--- config.mk ---
export PLATFORM = sky130hd
export DESIGN_NAME = icetap_scan_master
export DESIGN_NICKNAME = d
export VERILOG_FILES = /design/src/rtl/icetap_scan_pkg.sv /design/src/rtl/icetap_scan_shreg.sv /design/src/rtl/icetap_scan_master.sv
export SDC_FILE = /design/constraint.sdc
export NUM_CORES = 1
export LEC_CHECK = 0
export BUFFER_PORTS_ARGS = -buffer_cell sky130_fd_sc_hd__buf_4
export CORE_MARGIN = 3
export CORE_UTILIZATION = 56
export CTS_CLUSTER_SIZE = 10
export DETAILED_ROUTE_END_ITERATION = 10
export PLACE_DENSITY = 0.86
export SYNTH_ARGS = -nofsm -noshare
export SYNTH_HDL_FRONTEND = slang
export SYNTH_SLANG_ARGS = --single-unit
--- constraint.sdc ---
create_clock -name scan_clk -period 7.3 [get_ports scan_clk]
set_input_delay 0 -clock scan_clk [delete_from_list [all_inputs] [get_ports scan_clk]]
set_output_delay 0 -clock scan_clk [all_outputs]
set_load 0.05 [all_outputs]
--- src/rtl/icetap_scan_pkg.sv ---
// Shared chain encodings, FSM state type and chain helpers for the icetap scan master.
package icetap_scan_pkg;

  localparam int unsigned CHAIN_W = 3;

  localparam logic [CHAIN_W-1:0] CHAIN_CMD          = 3'd0;
  localparam logic [CHAIN_W-1:0] CHAIN_STATUS       = 3'd1;
  localparam logic [CHAIN_W-1:0] CHAIN_STORE_MASK   = 3'd2;
  localparam logic [CHAIN_W-1:0] CHAIN_TRIGGER_MASK = 3'd3;
  localparam logic [CHAIN_W-1:0] CHAIN_DATA         = 3'd4;

  typedef enum logic [2:0] {
    ST_IDLE,
    ST_PRE_UPD,
    ST_SHIFT,
    ST_POST_UPD,
    ST_DONE
  } scan_state_t;

  function automatic logic chain_legal(input logic [CHAIN_W-1:0] c);
    return c <= CHAIN_DATA;
  endfunction

  // Status and data chains are captured and need an update before shifting.
  function automatic logic chain_reads(input logic [CHAIN_W-1:0] c);
    return (c == CHAIN_STATUS) || (c == CHAIN_DATA);
  endfunction

endpackage

--- src/rtl/icetap_scan_shreg.sv ---
// Parallel-load, LSB-first serial-out shift register with indexed bit capture.
// The capture register exists only when ICETAP_SCAN_MASTER_READBACK_EN is defined.
module icetap_scan_shreg #(
  parameter int unsigned W        = 64,
  parameter int unsigned IDX_BITS = 7
) (
  input  logic                scan_clk,
  input  logic                scan_reset,
  input  logic                load,
  input  logic [W-1:0]        load_data,
  input  logic                shift,
  output logic                sout_c,
  input  logic                cap_clr,
  input  logic                cap_en,
  input  logic [IDX_BITS-1:0] cap_idx,
  input  logic                cap_bit,
  output logic [W-1:0]        cap_data
);

  logic [W-1:0] sr_q;
  logic [W-1:0] sr_base;
  logic [W-1:0] sr_d;

  // A load may coincide with the first shift, so the serial bit comes from the load value.
  always_comb begin
    sr_base = load ? load_data : sr_q;
    sout_c  = sr_base[0];
    sr_d    = shift ? (sr_base >> 1) : sr_base;
  end

  always_ff @(posedge scan_clk or posedge scan_reset) begin
    if (scan_reset) sr_q <= '0;
    else            sr_q <= sr_d;
  end

`ifdef ICETAP_SCAN_MASTER_READBACK_EN
  logic [W-1:0] cap_q;

  always_ff @(posedge scan_clk or posedge scan_reset) begin
    if (scan_reset)   cap_q <= '0;
    else if (cap_clr) cap_q <= '0;
    else if (cap_en)  cap_q <= cap_q | (W'(cap_bit) << cap_idx);
  end

  assign cap_data = cap_q;
`else
  logic unused_cap;
  assign unused_cap = ^{cap_clr, cap_en, cap_idx, cap_bit};
  assign cap_data   = '0;
`endif

endmodule

--- src/rtl/icetap_scan_master.sv ---
// Scan master: sequences update/shift cycles on one of five scan chains per request.
// Define ICETAP_SCAN_MASTER_READBACK_EN to capture status/data bits into rsp_rdata.
module icetap_scan_master
  import icetap_scan_pkg::*;
#(
  parameter int unsigned MAX_BITS = 64,
  parameter int unsigned LEN_BITS = $clog2(MAX_BITS + 1)
) (
  input  logic                scan_clk,
  input  logic                scan_reset,
  input  logic                req_valid,
  output logic                req_ready,
  input  logic [2:0]          req_chain,
  input  logic [LEN_BITS-1:0] req_len,
  input  logic [MAX_BITS-1:0] req_wdata,
  output logic                rsp_valid,
  output logic                rsp_err,
  output logic [MAX_BITS-1:0] rsp_rdata,
  output logic                cmd_shift_ena,
  output logic                cmd_shift_update,
  output logic                cmd_shift_data,
  output logic                status_shift_ena,
  output logic                status_shift_update,
  input  logic                status_shift_data,
  output logic                store_mask_shift_ena,
  output logic                store_mask_shift_data,
  output logic                trigger_mask_shift_ena,
  output logic                trigger_mask_shift_data,
  output logic                data_shift_ena,
  output logic                data_shift_update,
  input  logic                data_shift_data
);

  localparam logic [LEN_BITS-1:0] MAX_LEN = LEN_BITS'(MAX_BITS);

  scan_state_t         state_q, state_d;
  logic [2:0]          chain_q, chain_d;
  logic [LEN_BITS-1:0] len_q, len_d;
  logic [LEN_BITS-1:0] cnt_q, cnt_d;
  logic [LEN_BITS-1:0] len_clamp;
  logic                err_d;
  logic                load;
  logic                shift;
  logic                sout_c;
  logic                cap_en;
  logic                cap_bit;

  assign len_clamp = (req_len > MAX_LEN) ? MAX_LEN : req_len;

  always_ff @(posedge scan_clk or posedge scan_reset) begin
    if (scan_reset) begin
      state_q <= ST_IDLE;
      chain_q <= '0;
      len_q   <= '0;
      cnt_q   <= '0;
    end else begin
      state_q <= state_d;
      chain_q <= chain_d;
      len_q   <= len_d;
      cnt_q   <= cnt_d;
    end
  end

  // Next-state logic; cnt_q is the index of the bit shifted in the current cycle.
  always_comb begin
    state_d = state_q;
    chain_d = chain_q;
    len_d   = len_q;
    cnt_d   = cnt_q;
    err_d   = rsp_err;
    load    = 1'b0;
    unique case (state_q)
      ST_IDLE: begin
        if (req_valid) begin
          load    = 1'b1;
          chain_d = req_chain;
          len_d   = len_clamp;
          cnt_d   = '0;
          err_d   = !chain_legal(req_chain);
          if (!chain_legal(req_chain))     state_d = ST_DONE;
          else if (chain_reads(req_chain)) state_d = ST_PRE_UPD;
          else if (len_clamp != '0)        state_d = ST_SHIFT;
          else if (req_chain == CHAIN_CMD) state_d = ST_POST_UPD;
          else                             state_d = ST_DONE;
        end
      end
      ST_PRE_UPD: state_d = (len_q != '0) ? ST_SHIFT : ST_DONE;
      ST_SHIFT: begin
        if ((cnt_q + LEN_BITS'(1)) == len_q)
          state_d = (chain_q == CHAIN_CMD) ? ST_POST_UPD : ST_DONE;
        else
          cnt_d = cnt_q + LEN_BITS'(1);
      end
      ST_POST_UPD: state_d = ST_DONE;
      ST_DONE:     state_d = ST_IDLE;
      default:     state_d = ST_IDLE;
    endcase
  end

  assign shift   = (state_d == ST_SHIFT);
  assign cap_en  = (state_q == ST_SHIFT) && chain_reads(chain_q);
  assign cap_bit = (chain_q == CHAIN_STATUS) ? status_shift_data : data_shift_data;

  icetap_scan_shreg #(
    .W        (MAX_BITS),
    .IDX_BITS (LEN_BITS)
  ) u_shreg (
    .scan_clk   (scan_clk),
    .scan_reset (scan_reset),
    .load       (load),
    .load_data  (req_wdata),
    .shift      (shift),
    .sout_c     (sout_c),
    .cap_clr    (load),
    .cap_en     (cap_en),
    .cap_idx    (cnt_q),
    .cap_bit    (cap_bit),
    .cap_data   (rsp_rdata)
  );

  // Outputs are registered from the next state so they line up with the state they describe.
  always_ff @(posedge scan_clk or posedge scan_reset) begin
    if (scan_reset) begin
      req_ready               <= 1'b1;
      rsp_valid               <= 1'b0;
      rsp_err                 <= 1'b0;
      cmd_shift_ena           <= 1'b0;
      cmd_shift_update        <= 1'b0;
      cmd_shift_data          <= 1'b0;
      status_shift_ena        <= 1'b0;
      status_shift_update     <= 1'b0;
      store_mask_shift_ena    <= 1'b0;
      store_mask_shift_data   <= 1'b0;
      trigger_mask_shift_ena  <= 1'b0;
      trigger_mask_shift_data <= 1'b0;
      data_shift_ena          <= 1'b0;
      data_shift_update       <= 1'b0;
    end else begin
      req_ready               <= (state_d == ST_IDLE);
      rsp_valid               <= (state_d == ST_DONE);
      rsp_err                 <= err_d;
      cmd_shift_ena           <= shift && (chain_d == CHAIN_CMD);
      cmd_shift_update        <= (state_d == ST_POST_UPD);
      cmd_shift_data          <= shift && (chain_d == CHAIN_CMD) && sout_c;
      status_shift_ena        <= shift && (chain_d == CHAIN_STATUS);
      status_shift_update     <= (state_d == ST_PRE_UPD) && (chain_d == CHAIN_STATUS);
      store_mask_shift_ena    <= shift && (chain_d == CHAIN_STORE_MASK);
      store_mask_shift_data   <= shift && (chain_d == CHAIN_STORE_MASK) && sout_c;
      trigger_mask_shift_ena  <= shift && (chain_d == CHAIN_TRIGGER_MASK);
      trigger_mask_shift_data <= shift && (chain_d == CHAIN_TRIGGER_MASK) && sout_c;
      data_shift_ena          <= shift && (chain_d == CHAIN_DATA);
      data_shift_update       <= (state_d == ST_PRE_UPD) && (chain_d == CHAIN_DATA);
    end
  end

endmodule
# Word-level counts from Yosys, hierarchy flattened

Index checks and enable logic that the tools add are counted.

Equal/unequal tests: 16
Reductions and logical operators: 22
$lt $le $gt $ge: 2
Mux-type cells: 19
$add $sub $neg: 1

Operators with widths:

| kind                                                   | number |
|---|---|
| two-way mux 64 bit                                     | 2 |
| two-way mux 3 bit                                      | 10 |
| two-way mux 7 bit                                      | 3 |
| == test 3 x 2 -> 1 bit (second input constant)         | 6 |
| logical NOT 3 bit                                      | 5 |
| case mux 7 bit (2 select lines)                        | 1 |
| nonzero test 7 bit                                     | 2 |
| == test 3 x 1 -> 1 bit (second input constant)         | 4 |
| case mux 3 bit (4 select lines)                        | 1 |
| logical AND 1 bit                                      | 10 |
| == test 3 bit (second input constant)                  | 3 |
| adder 7 x 1 -> 7 bit (second input constant)           | 1 |
| == test 7 bit                                          | 1 |
| greater-than comparator 7 bit (second input constant)  | 1 |
| != test 2 bit (second input constant)                  | 2 |
| less-or-equal comparator 3 bit (second input constant) | 1 |
| AND reduction 3 bit                                    | 1 |
| two-way mux 1 bit                                      | 2 |
| AND reduction 2 bit                                    | 1 |
| nonzero test 2 bit                                     | 1 |
| logical NOT 1 bit                                      | 1 |
| logical OR 1 bit                                       | 1 |

Register bits after elaboration: 98
Word-level logic and storage cells: 79
Output and inout bits: 78
Input bits: 79

# Logic depth before layout (Yosys ltp)

Gate-level depths: netlist (run 1).

Depth after elaboration: 11
Depth in mapped cells: 9
Depth with buffers taken out: 8

# Modules after synthesis

A second synthesis (run 1) with hierarchy kept.

Cell total of the unflattened synthesis: 402
Area, all modules: 5534.1 um^2

By module, submodules not included:

| module             | instances | seq. area each (um^2) | area an instance (um^2) | cells an instance |
|---|---|---|---|---|
| icetap_scan_shreg  | 1         | 1601.5                | 3687.3                  | 210 |
| icetap_scan_master | 1         | 852.1                 | 1846.8                  | 192 |

# Least setup slack after synthesis (run 1)

Ideal clock, no wire load.

Path kind: register to register
Start: register state_q[1]
End: register store_mask_shift_data
Path buffers: 3
Slack: 5.011 ns
Data required time: 7.199 ns
Arrival time: 2.188 ns
Setup time: 0.101 ns
Cell stages (with the launch flop): 10
Period minus slack after synthesis: 2.289 ns
Path through: dfrtp_1 or4b_1 buf_2 nor3_2 a32o_2 nor2_2 a211o_1 buf_6 buf_12 nor4_1

Cells in the longest elaborated chain, start to end: 5
Elaborated cells on any way between the ends: 14
Those cells by class: eq/ne (5); mux (6); reduce/logical (3)

Ends and longest elaborated chain:

| element                                                              | line                                                 | source |
|---|---|---|
| start: declaration                                                   | icetap_scan_master.sv:36                             | `scan_state_t state_q, state_d;` |
| start signal: assignment                                             | icetap_scan_master.sv:57                             | `state_q <= state_d;` |
| == test 3 x 2 -> 1 bit, or another cell as far along                 | icetap_scan_master.sv:72                             | `unique case (state_q)` |
| case mux 3 bit (4 select lines) or two-way mux 3 bit (tied branches) | icetap_scan_master.sv:72                             |  |
| == test 3 x 2 -> 1 bit, on equally long branches                     | icetap_scan_master.sv:100, icetap_scan_master.sv:148 |  |
| logical AND 1 bit                                                    | icetap_scan_master.sv:148                            | `store_mask_shift_data <= shift && (chain_d == CHAIN_STORE_MASK) && sout_c;` |
| logical AND 1 bit (*)                                                | icetap_scan_master.sv:148                            |  |
| end signal: assignment                                               | icetap_scan_master.sv:148                            |  |
| end: declaration                                                     | icetap_scan_master.sv:26                             | `output logic store_mask_shift_data,` |

Mark *: on every way between the ends. The rest lies on a longest branch, timed or not.
A chain may end at the register's enable or synchronous reset.

# Worst setup path in the final report (run 1)

Start: register cnt_q[0]
End: register u_shreg.sr_q[59]

Cells in the longest elaborated chain, start to end: 6

Ends and longest elaborated chain:

| element                         | line                      | source |
|---|---|---|
| start: declaration              | icetap_scan_master.sv:39  | `logic [LEN_BITS-1:0] cnt_q, cnt_d;` |
| start signal: assignment        | icetap_scan_master.sv:60  | `cnt_q <= cnt_d;` |
| adder 7 x 1 -> 7 bit            | icetap_scan_master.sv:89  | `if ((cnt_q + LEN_BITS'(1)) == len_q)` |
| == test 7 bit                   | icetap_scan_master.sv:89  |  |
| two-way mux 3 bit               | icetap_scan_master.sv:89  |  |
| case mux 3 bit (4 select lines) | icetap_scan_master.sv:72  |  |
| == test 3 x 2 -> 1 bit          | icetap_scan_master.sv:100 | `assign shift = (state_d == ST_SHIFT);` |
| two-way mux 64 bit              | icetap_scan_shreg.sv:28   | `sr_d = shift ? (sr_base >> 1) : sr_base;` |
| net u_shreg.sr_d[59]            | icetap_scan_shreg.sv:22   | `logic [W-1:0] sr_d;` |
| end signal: assignment          | icetap_scan_shreg.sv:33   | `else sr_q <= sr_d;` |
| end: declaration                | icetap_scan_shreg.sv:20   | `logic [W-1:0] sr_q;` |

The timed path passes the listed nets, and every way through them passes these cells.

==> results.ini, run 1 <==
[outcome]
status = finished clean

[floorplanning]
ios = 157
fp.dieArea_sq_um = 10500
fp.dieW_um = 102
num_rows = 34
initial_core_util_pct = 58.6
die_height_um = 102
fp.coreArea_sq_um = 8890

[finish]
num-nets-final = 708
layout-drive-gt1-share_pct = 18.8
fill_cells = 566
multi_input_area_sq_um = 2300
n_antenna_cell = 0
final_common_cell = mux2i_1
layout_common_cells = mux2i_1, dlygate4sd3_1, dfrtp_1
area_growth_pct = 31.8
seqCellArea_sq_um = 2450

[placed_design]
port_buffers = 90
pre_cts_slack_ps = 4160
post-dp-hpwl_mm = 7.00
routabilityCongestion = 0.890

[clocking]
cts_root_buf = clkbuf_8
clkTransAtPathRegs_ps = 100
tritoncts = done
clk-insertion-delay-late_ps = 350
cts_made_buffers = 9
post_cts_buffers = 0
clockBufferDepth = 2
htree_levels = 3
clock_sinks = 98

[global_routing]
grt_pass1_vias = 4074
grt_use_total_pct = 24.4
grt_max_degree = 73
antenna_found_initial = 0
grt_pass1_wl_mm = 19.9
grt-ovfl-total = 0

[setup_path]
crit_required_ps = 7580
cp-end-kind = flop
critPathTopFamily = compound AO/OA/AOI/OAI gates
reg2reg_depth = 8
cp-startpoint = cnt_q[0]
worstPathBufferInverterCount = 1
arrival_ps = 4060
r2r-start = cnt_q[0]
rrSetupSlack_ps = 3510
crit_fanout = 72
crit_path_top_delay_cell = a211o_4
critPathMaxStageDelay_ps = 920
cp_cell_sequence = ha_1, nand3_1, nor3b_1, o2111ai_1, nor3_1, a211o_4, mux2i_1, dlygate4sd3_1
cp-start-kind = flop
critical_path_class = reg -> reg
r2r-end = u_shreg.sr_q[59]

[drt]
routed_via_density = 5.23
post_drt_wl_per_cell_um = 17.0
drc = 0
ant_nets = 0
drt_iter0_markers = 175
vias = 3871
first_pass_iters = 4
routed_wirelength_mm = 12.6

[synth]
syn_avg_cell_area_sq_um = 11.8
ys_ff_latch = 98
synth_cell_types = 48
yosys_warnings = 0
syn-cell-area_sq_um = 5210
ys_seq_area_share_pct = 47.1
syn_inst = 443

[sta]
finalHoldViolations = 0
period_minus_slack_ps = 3790
setup_viol = 0
rsz0062_at_grt = false
maxSlewViolCount = 0
setup_ws_ps = 3510
slew-limit-headroom_pct = 24.5
finalCritPeriodShare_pct = 51.9
max_freq_mhz = 264
fin_skew_ps = 14.7
tightest_slew_ps = 1130
setup_tns_ps = 0

[min_path]
hp-class = in -> reg
min_from = req_chain[0]
whs_path_depth = 3
holdPathEnd = rsp_err

[power_and_ir_drop]
p_leak_nw = 3.44
vdd_drop_max_v = 0.000258
p_per_area_nw_per_um2 = 424

[flow_run]
maxCapViolCount = 0

[metrics by stage]
step / util [%] / instances / cell area (sq um) / total power [mW] / hold WS (ps)
5_1_grt: 77.3 / 740 / 6870 / 3.09 / 36.3
3_3_place_gp: 63.1 / 622 / 5610 / 2.11 / 68.0
6_report: 77.3 / 740 / 6870 / 2.92 / 16.9
3_5_place_dp: 63.1 / 622 / 5610 / 2.17 / 75.8
4_1_cts: 77.0 / 738 / 6850 / 2.84 / 1.94
2_1_floorplan: - / 506 / 5450 / 2.06 / 105
[metal layers]
metal / GRT usage [%] / vias to the layer above / wire length, um
met5: 0 / - / 0
met4: 9.89 / 0 / 349
met3: 4.44 / 34 / 517
met2: 44.5 / 145 / 6770
met1: 28.1 / 1902 / 4950
li1: - / 1790 / -
[worst reg2reg max path, stage by stage (launching register included)]
cell           delay [ps]
dfrtp_1               440
ha_1                  280
nand3_1               210
nor3b_1               250
o2111ai_1             180
nor3_1                450
a211o_4               920
mux2i_1               410
dlygate4sd3_1         600
[flip-flops by register name, indices dropped and copies added, names as in the netlist, 3 cells and up]
signal	count
chain_q	3
cnt_q	7
u_shreg.sr_q	64
len_q	7
state_q	3
[cell type report]
type	count	share of cell area, %
Sequential cell	98	35.7
Multi-Input combinational cell	318	33.6
Timing Repair Buffer	196	25.2
Clock buffer	10	2.00
Tap cell	108	1.97
Clock inverter	5	1.28
Inverter	5	0.310
[power by group]
part           switching (mW)  total [mW]  internal (mW)
Combinational           0.841        1.60          0.755
Sequential              0.120       0.919          0.799
Clock                   0.196       0.400          0.204
[synthesized netlist by cell type (all sizes together)]
| library cell | instances | area share (%) |
|---|---|---|
| nor3b | 2 | 0.29 |
| xnor2 | 3 | 0.50 |
| or4 | 2 | 0.43 |
| a21o | 1 | 0.14 |
| conb | 1 | 0.072 |
| mux2i | 129 | 25 |
| nand4b | 1 | 0.17 |
| and3 | 2 | 0.24 |
| buf | 75 | 12 |
| nor2b | 5 | 0.60 |
| and2 | 4 | 0.48 |
| o22ai | 3 | 0.36 |
| nand3b | 6 | 0.86 |
| dfrtp | 97 | 47 |
| xor2 | 5 | 0.84 |
| a21oi | 2 | 0.19 |
| nor3 | 12 | 1.2 |
| inv | 5 | 0.36 |
| dfstp | 1 | 0.50 |
| and2b | 1 | 0.14 |
| a32o | 1 | 0.22 |
| o21ai | 7 | 0.67 |
| nand2 | 29 | 2.1 |
| o31ai | 1 | 0.14 |
| o21a | 1 | 0.14 |
| nand3 | 3 | 0.29 |
| clkbuf | 10 | 0.74 |
| nand2b | 2 | 0.24 |
| ha | 1 | 0.24 |
| or4b | 1 | 0.19 |
| nor4b | 1 | 0.17 |
| o31a | 1 | 0.17 |
| nor2 | 9 | 0.70 |
| a22o | 5 | 0.84 |
| o2111ai | 1 | 0.17 |
| nor4 | 6 | 0.72 |
| a31o | 2 | 0.34 |
| a31oi | 3 | 0.36 |
| a211o | 1 | 0.17 |
| o311a | 1 | 0.19 |
[timing repair]
action,4_1_cts,5_1_grt
endpoints found under the hold margin,107,2
hold buffers,101,2
gates resized for setup,0,0
[cells by family after synthesis]
group	synth area share [%]
XOR/XNOR	1.34
adder cells (fa/ha/maj)	0.240
multiplexers	24.8
AO/OA/AOI/OAI	4.11
flip-flops	47.1
other	0.0720
AND/OR/NAND/NOR	8.86
buffers and inverters	13.5
[how the worst max path moves through the flow]
stage                                  end  slack (ps)  cells after the start
after floorplan                 chain_q[0]        4740                      1
after global placement    u_shreg.sr_q[36]        4270                      7
after detailed placement  u_shreg.sr_q[21]        4160                      7
after CTS                 u_shreg.sr_q[54]        3660                      8
after global routing      u_shreg.sr_q[59]        3270                      8
final                     u_shreg.sr_q[59]        3510                      8
Note: power is estimated with default switching activity, not from simulation.
==> run 2, diff against run 1 <==
Settings changed: CORE_UTILIZATION 56 to 47, PLACE_DENSITY 0.86 to 0.77.
Clock period 7.3 ns to 3.3 ns, I/O delays scaled along.
==> results.ini, run 2 (synthesized netlist as in run 1, its figures left out) <==
[outcome]
status = finished clean  ; unchanged

[floorplanning]
initial_core_util_pct = 49.4  ; was 58.6%
fp.dieW_um = 111  ; was 102 um
fp.coreArea_sq_um = 10600  ; was 8890 sq um
die_height_um = 111  ; was 102 um
num_rows = 37  ; was 34
fp.dieArea_sq_um = 12400  ; was 10500 sq um
ios = 157  ; unchanged

[placed_design]
post-dp-hpwl_mm = 7.09  ; was 7.00 mm
routabilityCongestion = 0.847  ; was 0.890
port_buffers = 90  ; unchanged

[setup_path]
crit_required_ps = 3600  ; was 7580 ps
cp-startpoint = req_len[3]  ; was cnt_q[0]
cp-start-kind = input port  ; was flop
arrival_ps = 3470  ; was 4060 ps
crit_fanout = 44  ; was 72
r2r-start = cnt_q[0]  ; unchanged
cp-end-kind = flop  ; unchanged
critical_path_class = in -> reg  ; was reg -> reg

[finish]
largest_reg_flops = 64  ; unchanged
seqCellArea_sq_um = 2450  ; unchanged
reg.largest.list = u_shreg.sr_q x64, cnt_q x7, len_q x7  ; unchanged
layout-drive-gt1-share_pct = 20.0  ; was 18.8%
multi_input_area_sq_um = 2310  ; was 2300 sq um
regMostFlops = u_shreg.sr_q  ; unchanged
n_antenna_cell = 0  ; unchanged
fill_cells = 815  ; was 566
num-nets-final = 711  ; was 708
area_growth_pct = 33.4  ; was 31.8%
final_common_cell = mux2i_1  ; unchanged
layout_common_cells = mux2i_1, dlygate4sd3_1, dfrtp_1, buf_4, conb_1  ; was mux2i_1, dlygate4sd3_1, dfrtp_1

[power_and_ir_drop]
p_leak_nw = 3.48  ; was 3.44 nW
vdd_drop_max_v = 0.000549  ; was 0.000258 V
p_per_area_nw_per_um2 = 919  ; was 424 nW/um^2

[sta]
whs_ps = 11.9  ; was 16.9 ps
finalHoldViolations = 0  ; unchanged
tightest_slew_ps = 537  ; was 1130 ps
setup_viol = 0  ; unchanged
period_minus_slack_ps = 3170
fin_skew_ps = 17.3  ; was 14.7 ps
finalCritPeriodShare_pct = 96.0
setup_tns_ps = 0  ; unchanged
max_freq_mhz = 316
maxSlewViolCount = 0  ; unchanged
slew-limit-headroom_pct = 63.2  ; was 24.5%

[clocking]
clkTransAtPathRegs_ps = 100  ; about the same
cts_made_buffers = 9  ; unchanged
clk-insertion-delay-late_ps = 360  ; was 350 ps
tritoncts = done  ; unchanged
clock_sinks = 98  ; unchanged
cts_root_buf = clkbuf_8  ; unchanged
clockBufferDepth = 2  ; unchanged
htree_levels = 3  ; unchanged

[global_routing]
grt_pass1_vias = 3940  ; was 4074
grt_pass1_wl_mm = 19.3  ; was 19.9 mm
grt-ovfl-total = 0  ; unchanged
grt_max_degree = 70  ; was 73
antenna_found_initial = 0  ; unchanged
grt_use_total_pct = 19.1  ; was 24.4%

[drt]
first_pass_iters = 4  ; unchanged
drt_iter0_markers = 147  ; was 175
post_drt_wl_per_cell_um = 15.3  ; was 17.0 um
routed_wirelength_mm = 11.8  ; was 12.6 mm
drc = 0  ; unchanged
vias = 3799  ; was 3871
ant_nets = 0  ; unchanged
routed_via_density = 4.92  ; was 5.23

[min_path]
hp-class = in -> reg  ; unchanged
min_from = req_chain[0]  ; unchanged

[flow_run]
maxCapViolCount = 0  ; unchanged

[run 2: routing by layer]
layer	vias up	global-route usage [%]	share of wire, %
met4	0	4.70	1.5
met5	-	0	0
met1	1838	24.0	41
met2	144	33.1	51
met3	15	4.59	6.2
li1	1802	-	-
[run 2: final timing paths]
kind / endpoint / slack [ps] / cells past startpoint
worst max-delay path: u_shreg.sr_q[11] / 130 / 10
worst min-delay path: rsp_err / 10 / 3
worst max register to register: u_shreg.sr_q[11] / 160 / 9
worst min register to register: rsp_err / 500 / 2
max in group asynchronous: status_shift_ena / 2220 / 4
min in group asynchronous: u_shreg.sr_q[34] / 240 / 3
[run 2: cell type report]
type	instances	area share (%)
timing repair buffer	199	25.5
sequential	98	35.3
tap	136	2.45
clock inverter	5	1.22
inverter	5	0.306
clock buffer	11	2.03
multi-input combinational	318	33.2
[run 2: stage by stage]
| stage | power, mW | utilization (%) | instance area [sq um] | std cells | setup slack (ps) |
|---|---|---|---|---|---|
| floorplan | 4.56 | - | 5450 | 506 | 740 |
| global route | 6.82 | 65.9 | 6950 | 772 | -20.8 |
| global placement | 4.73 | 54.0 | 5700 | 654 | 686 |
| detailed placement | 4.86 | 54.0 | 5700 | 654 | 572 |
| finish | 6.39 | 65.9 | 6950 | 772 | 132 |
| CTS | 6.30 | 65.5 | 6910 | 768 | 39.4 |
[run 2: critical path: stages]
cell           delay, ps
dlygate4sd3_1        540
buf_4                140
or4_4                530
or4_4                500
a32o_2               260
nor2_2               120
a211o_4              180
buf_12               280
mux2i_1              280
dlygate4sd3_1        590
[run 2: what timing repair did]
| action | 4_1_cts | 5_1_grt |
|---|---|---|
| endpoints found under the setup margin | 0 | 30 |
| resized for setup | 0 | 2 |
| hold buffers | 98 | 1 |
| setup buffers | 0 | 3 |
| hold endpoints to repair | 108 | 1 |
[run 2: where the power goes]
part	total [mW]	internal (mW)	switching (mW)
sequential	2.00	1.77	0.238
clock	0.883	0.453	0.430
combinational	3.50	1.68	1.82
total	6.39	3.90	2.49
